===== src/rtl/instr_prefetch_if.sv =====
// instr_prefetch_if: core-side instruction stream and memory-side read bus of the prefetcher.
interface instr_prefetch_if;
  logic        redirect;
  logic [15:0] redirect_addr;
  logic        instr_ready;
  logic [15:0] instruction;
  logic [15:0] instr_addr;
  logic        instr_valid;
  logic        mem_req;
  logic [15:0] mem_addr;
  logic        mem_ack;
  logic [15:0] mem_rdata;
  logic [15:0] flush_count;
  modport master (
    input  redirect, redirect_addr, instr_ready, mem_ack, mem_rdata,
    output instruction, instr_addr, instr_valid, mem_req, mem_addr, flush_count
  );
  modport slave (
    output redirect, redirect_addr, instr_ready, mem_ack, mem_rdata,
    input  instruction, instr_addr, instr_valid, mem_req, mem_addr, flush_count
  );
endinterface


===== src/rtl/instr_prefetch.sv =====
// instr_prefetch: DEPTH-entry (2 or 4) instruction prefetch FIFO with redirect/flush handling.
// Define INSTR_PREFETCH_STATS_EN to enable the saturating flush counter.
module instr_prefetch #(
  parameter int DEPTH = 2
) (
  input logic clk,
  input logic reset,
  instr_prefetch_if.master bus
);
  localparam int AW = $clog2(DEPTH);
  localparam logic [AW:0] FULL = (AW+1)'(DEPTH);
  typedef enum logic [1:0] {IDLE, FETCH, DRAIN} state_t;
  state_t state;
  logic [15:0] data_q [DEPTH];
  logic [15:0] addr_q [DEPTH];
  logic [AW-1:0] rd_ptr, wr_ptr;
  logic [AW:0] count, count_n;
  logic [15:0] next_fetch, fetch_addr, inc;
  logic req, hit, miss, pop, push;
  assign bus.instr_valid = count != '0;
  assign bus.instruction = data_q[rd_ptr];
  assign bus.instr_addr  = addr_q[rd_ptr];
  assign bus.mem_req     = req;
  assign bus.mem_addr    = fetch_addr;
  always_comb begin
    hit     = bus.redirect && bus.instr_valid && bus.instr_addr == bus.redirect_addr;
    miss    = bus.redirect && !hit;
    pop     = bus.instr_valid && bus.instr_ready && !miss;
    push    = state == FETCH && bus.mem_ack && !miss;
    count_n = count + {{AW{1'b0}}, push} - {{AW{1'b0}}, pop};
    inc     = fetch_addr + 16'd1;
  end
  always_ff @(posedge clk) begin
    if (reset) begin
      state      <= IDLE;
      req        <= 1'b0;
      fetch_addr <= '0;
      next_fetch <= '0;
      rd_ptr     <= '0;
      wr_ptr     <= '0;
      count      <= '0;
      for (int i = 0; i < DEPTH; i++) begin
        data_q[i] <= '0;
        addr_q[i] <= '0;
      end
    end else begin
      if (push) begin
        data_q[wr_ptr] <= bus.mem_rdata;
        addr_q[wr_ptr] <= fetch_addr;
        wr_ptr         <= wr_ptr + AW'(1);
      end
      if (pop) rd_ptr <= rd_ptr + AW'(1);
      count <= count_n;
      if (miss) begin
        rd_ptr     <= '0;
        wr_ptr     <= '0;
        count      <= '0;
        next_fetch <= bus.redirect_addr;
      end
      case (state)
        IDLE: if (!bus.redirect && count < FULL) begin
          state      <= FETCH;
          req        <= 1'b1;
          fetch_addr <= next_fetch;
        end
        FETCH: if (miss) begin
          state <= bus.mem_ack ? IDLE : DRAIN;
          req   <= !bus.mem_ack;
        end else if (bus.mem_ack) begin
          next_fetch <= inc;
          if (count_n < FULL) fetch_addr <= inc;
          else begin
            state <= IDLE;
            req   <= 1'b0;
          end
        end
        DRAIN: if (bus.mem_ack) begin
          state <= IDLE;
          req   <= 1'b0;
        end
        default: begin
          state <= IDLE;
          req   <= 1'b0;
        end
      endcase
    end
  end
`ifdef INSTR_PREFETCH_STATS_EN
  logic [15:0] flushes;
  always_ff @(posedge clk) begin
    if (reset) flushes <= '0;
    else if (miss && flushes != 16'hFFFF) flushes <= flushes + 16'd1;
  end
  assign bus.flush_count = flushes;
`else
  assign bus.flush_count = 16'h0000;
`endif
endmodule

===== src/flat_wrapper.sv =====
// flat-port wrapper written by rule: the top's interface ports become plain ports
module instr_prefetch_flat 
#(
  parameter int DEPTH = 2
)
  (clk, reset, bus_redirect, bus_redirect_addr, bus_instr_ready, bus_mem_ack, bus_mem_rdata, bus_instruction, bus_instr_addr, bus_instr_valid, bus_mem_req, bus_mem_addr, bus_flush_count);
  instr_prefetch_if bus_i ();
  input logic clk;
  input logic reset;
  input wire logic [$bits(bus_i.redirect)-1:0] bus_redirect;
  input wire logic [$bits(bus_i.redirect_addr)-1:0] bus_redirect_addr;
  input wire logic [$bits(bus_i.instr_ready)-1:0] bus_instr_ready;
  input wire logic [$bits(bus_i.mem_ack)-1:0] bus_mem_ack;
  input wire logic [$bits(bus_i.mem_rdata)-1:0] bus_mem_rdata;
  output wire logic [$bits(bus_i.instruction)-1:0] bus_instruction;
  output wire logic [$bits(bus_i.instr_addr)-1:0] bus_instr_addr;
  output wire logic [$bits(bus_i.instr_valid)-1:0] bus_instr_valid;
  output wire logic [$bits(bus_i.mem_req)-1:0] bus_mem_req;
  output wire logic [$bits(bus_i.mem_addr)-1:0] bus_mem_addr;
  output wire logic [$bits(bus_i.flush_count)-1:0] bus_flush_count;
  assign bus_i.redirect = bus_redirect;
  assign bus_i.redirect_addr = bus_redirect_addr;
  assign bus_i.instr_ready = bus_instr_ready;
  assign bus_i.mem_ack = bus_mem_ack;
  assign bus_i.mem_rdata = bus_mem_rdata;
  assign bus_instruction = bus_i.instruction;
  assign bus_instr_addr = bus_i.instr_addr;
  assign bus_instr_valid = bus_i.instr_valid;
  assign bus_mem_req = bus_i.mem_req;
  assign bus_mem_addr = bus_i.mem_addr;
  assign bus_flush_count = bus_i.flush_count;
  instr_prefetch #(.DEPTH(DEPTH)) u_core (.clk(clk), .reset(reset), .bus(bus_i));
endmodule

===== config.mk =====
export PLATFORM = sky130hd
export DESIGN_NAME = instr_prefetch_flat
export DESIGN_NICKNAME = d
export VERILOG_FILES = /design/src/rtl/instr_prefetch_if.sv /design/src/rtl/instr_prefetch.sv /design/src/flat_wrapper.sv
export SDC_FILE = /design/constraint.sdc
export NUM_CORES = 1
export LEC_CHECK = 0
export ABC_AREA = 1
export CAP_MARGIN = 20
export CORE_ASPECT_RATIO = 0.9
export CORE_UTILIZATION = 29
export CTS_BUF_LIST = sky130_fd_sc_hd__clkbuf_8
export DETAILED_ROUTE_END_ITERATION = 10
export PLACE_DENSITY_LB_ADDON = 0.25
export SYNTH_ARGS = -nofsm -noshare
export SYNTH_HDL_FRONTEND = slang
export SYNTH_SLANG_ARGS = --single-unit

===== constraint.sdc =====
create_clock -name clk -period 3.7 [get_ports clk]
set_input_delay 0.74 -clock clk [delete_from_list [all_inputs] [get_ports clk]]
set_output_delay 0.74 -clock clk [all_outputs]
set_load 0.1 [all_outputs]

==> impl_metrics.tcl <==
set metrics [dict create \
    yosys.area.top_type "edfxtp_1" \
    start_util 0.302 \
    criticalPathCategory "input pin to flip-flop" \
    cts_sinks 104 \
    final_area_sq_um 6590 \
    timing.final.crit_share 0.886 \
    routedWlPerCell_microns 14.2 \
    area_growth_pct 22.1 \
    synth.distinct_cells 36 \
    synth.top_cell.area_share 0.356 \
    die-area_sq_um 19200 \
    htreeDepth 3 \
    root_buffer "clkbuf_8" \
    cts_tree "built" \
    cts.reportedPaths.clkPinSlew_ns 0.10 \
    dr.pass1.iters 4 \
    relSlewSlack 0.348 \
    grt_pass1_vias 4311 \
    hold_class "flip-flop to flip-flop" \
    syn_area_sq_um 5400 \
    fp-row-count 46 \
    die_w_microns 146 \
    antenna_found_initial 0 \
    max_freq_mhz 305 \
    p_leak_nw 2.87 \
    avgSynthCellArea_sq_um 7.83 \
    layout_common_cells "nand2_1, nor2_1, inv_1" \
    routed_via_density 4.42 \
    vias 4494 \
    grt_use_total 0.156 \
    insertion_delay_ns 0.38 \
    ant_nets 0 \
    mostFrequentLayoutCell "nand2_1" \
    start_kind "input pin" \
    fin_nets 813 \
    drt-total-wl_mm 14.4 \
    power_density_nw_per_um2 402 \
    cts-resized-gates 0 \
    diodes 0 \
    worst_pin_slew_ns 0.975 \
    stdcell_count 1017 \
    cts_max_path_buffers 2 \
    multi_input_area_sq_um 2160 \
    status "finished, final reports clean" \
    endpoint_kind "flip-flop" \
    rsz0062_at_grt "no" \
    critPathArrivalTime_ns 3.56 \
    ys_seq_area_frac 0.504 \
    cts_setup_buffers 0 \
    overflow 0 \
    synth_area_leaders "edfxtp_1, dfxtp_1, nand2_1" \
    yosysWarningCount 0 \
    hold_viol 0 \
    peakVddDrop_v 0.000144 \
    synthFlopType "edfxtp_1" \
    fill_cells 1915 \
    hold_buffers 0 \
    ys_async_sr_fraction 0 \
    setup_viol 0 \
    ff_latch_area_sq_um 2720 \
    place_inst 1002 \
    grt_max_degree 33 \
    die_h_microns 131 \
    syn_inst 689 \
    dp_hpwl_mm 10.3 \
    core_sq_um 17900 \
    io_pins 103 \
    gp_congestion 0.858 \
    cts_made_buffers 9 \
    yosys_register_bits 104 \
    drv_cap 0 \
    grt_pass1_wl_mm 23.0 \
    synth_edf_count 64 \
    port_buffers 86 \
    critical_path_required_ns 3.98 \
    drv_slew 0 \
    placed_area_sq_um 6420 \
    drive_gt1_frac 0.112 \
    layout_min_cycle_time_ns 3.28 \
    drc_errors 0 \
    worst_clock_skew_ns 0.0182 \
    tns_ns 0 \
    drt_iter0_drc 319 \
    cp_max_fo 20 \
]
[cells by family after synthesis]
group                    synth area share
AO/OA/AOI/OAI                      0.0679
XOR/XNOR                           0.0227
adder cells (fa/ha/maj)           0.00695
buffers and inverters               0.108
flip-flops                          0.504
multiplexers                      0.00556
other                            0.000695
AND/OR/NAND/NOR                     0.284
[per-layer routing]
layer | vias up | routed length [microns] | GRT usage | part of all wire
met5 | - | 0 | 0 | 0
met4 | 0 | 60 | 0.0327 | 0.0042
met3 | 4 | 738 | 0.0389 | 0.051
met2 | 95 | 6640 | 0.246 | 0.46
met1 | 2084 | 6980 | 0.214 | 0.48
li1 | 2311 | - | - | -
[report_power, final]
group	total [mW]	switching, mW	internal (mW)
combinational	0.680	0.517	0.163
sequential	1.32	0.0341	1.28
clock	0.654	0.410	0.244
total	2.65	0.961	1.69
[worst max-delay path, stage by stage]
cell and delay (ns):
clkdlybuf4s50_1 0.44, nand3b_1 0.17, a21oi_1 0.17, nand2_1 0.13, nor2_1 0.19, nand2_1 0.14, nand2_4 0.08, inv_1 0.05
nor2_1 0.09, ha_1 0.23, inv_1 0.07, ha_1 0.15, xnor2_1 0.16, inv_1 0.09, nand2_1 0.08, nand2_2 0.06
nand2_2 0.30, nand2_1 0.09, nand2_1 0.07, nor2_1 0.05
[per-stage QoR]
| stage | util | worst slack [ns] | hold slack, ns | power, mW |
|---|---|---|---|---|
| 2_1_floorplan | - | 0.140 | 0.453 | 1.86 |
| 3_3_place_gp | 0.359 | 0.148 | 0.459 | 2.03 |
| 3_5_place_dp | 0.359 | 0.0632 | 0.468 | 2.03 |
| 4_1_cts | 0.368 | 0.258 | 0.484 | 2.69 |
| 5_1_grt | 0.368 | 0.0137 | 0.489 | 2.77 |
| 6_report | 0.368 | 0.421 | 0.478 | 2.65 |
[path summary, 6_finish.rpt]
path	from	to	cells after the start	slack, ns
setup / recovery	bus_redirect_addr[12]	u_core.bus.mem_addr[8]	20	0.42
hold / removal	u_core.bus.mem_req	u_core.bus.mem_req	2	0.48
hold reg to reg	u_core.bus.mem_req	u_core.bus.mem_req	2	0.48
setup reg to reg	flip-flop	u_core.bus.mem_addr[8]	23	0.46
[cell type report]
| class | count | share of cell area |
|---|---|---|
| inverters | 79 | 0.0454 |
| clock buffers | 9 | 0.0188 |
| repair buffers | 103 | 0.143 |
| clock inverters | 6 | 0.00665 |
| well taps | 240 | 0.0456 |
| multi-input cells | 476 | 0.327 |
| flip-flops and latches | 104 | 0.413 |
[synthesized netlist by cell type, types with 2 or more instances]
cell type,number
dfxtp_1,40
ha_1,3
buf_2,11
mux2i_1,3
nand2_1,205
o21ai_0,25
inv_1,76
nand3b_1,2
nor2_1,103
a211oi_1,4
xor2_1,12
buf_1,2
o21ai_1,4
edfxtp_1,64
and3_1,3
buf_6,4
a31oi_1,7
buf_4,19
clkbuf_1,9
xnor2_1,2
nand4_1,4
nand2_2,11
or2_2,3
nand3_1,30
a21oi_1,27
o22ai_1,2
nor3_1,5
[flip-flops by register name, summed over array words and instances, names as in the netlist, named ones only]
register and flops:
u_core.addr_q 32, u_core.data_q 32, u_core.bus.mem_addr 16, u_core.next_fetch 16
u_core.count 2, u_core.state 2, u_core.bus.mem_req 1, u_core.rd_ptr 1
u_core.wr_ptr 1
Note: power is estimated with default switching activity, not from simulation.
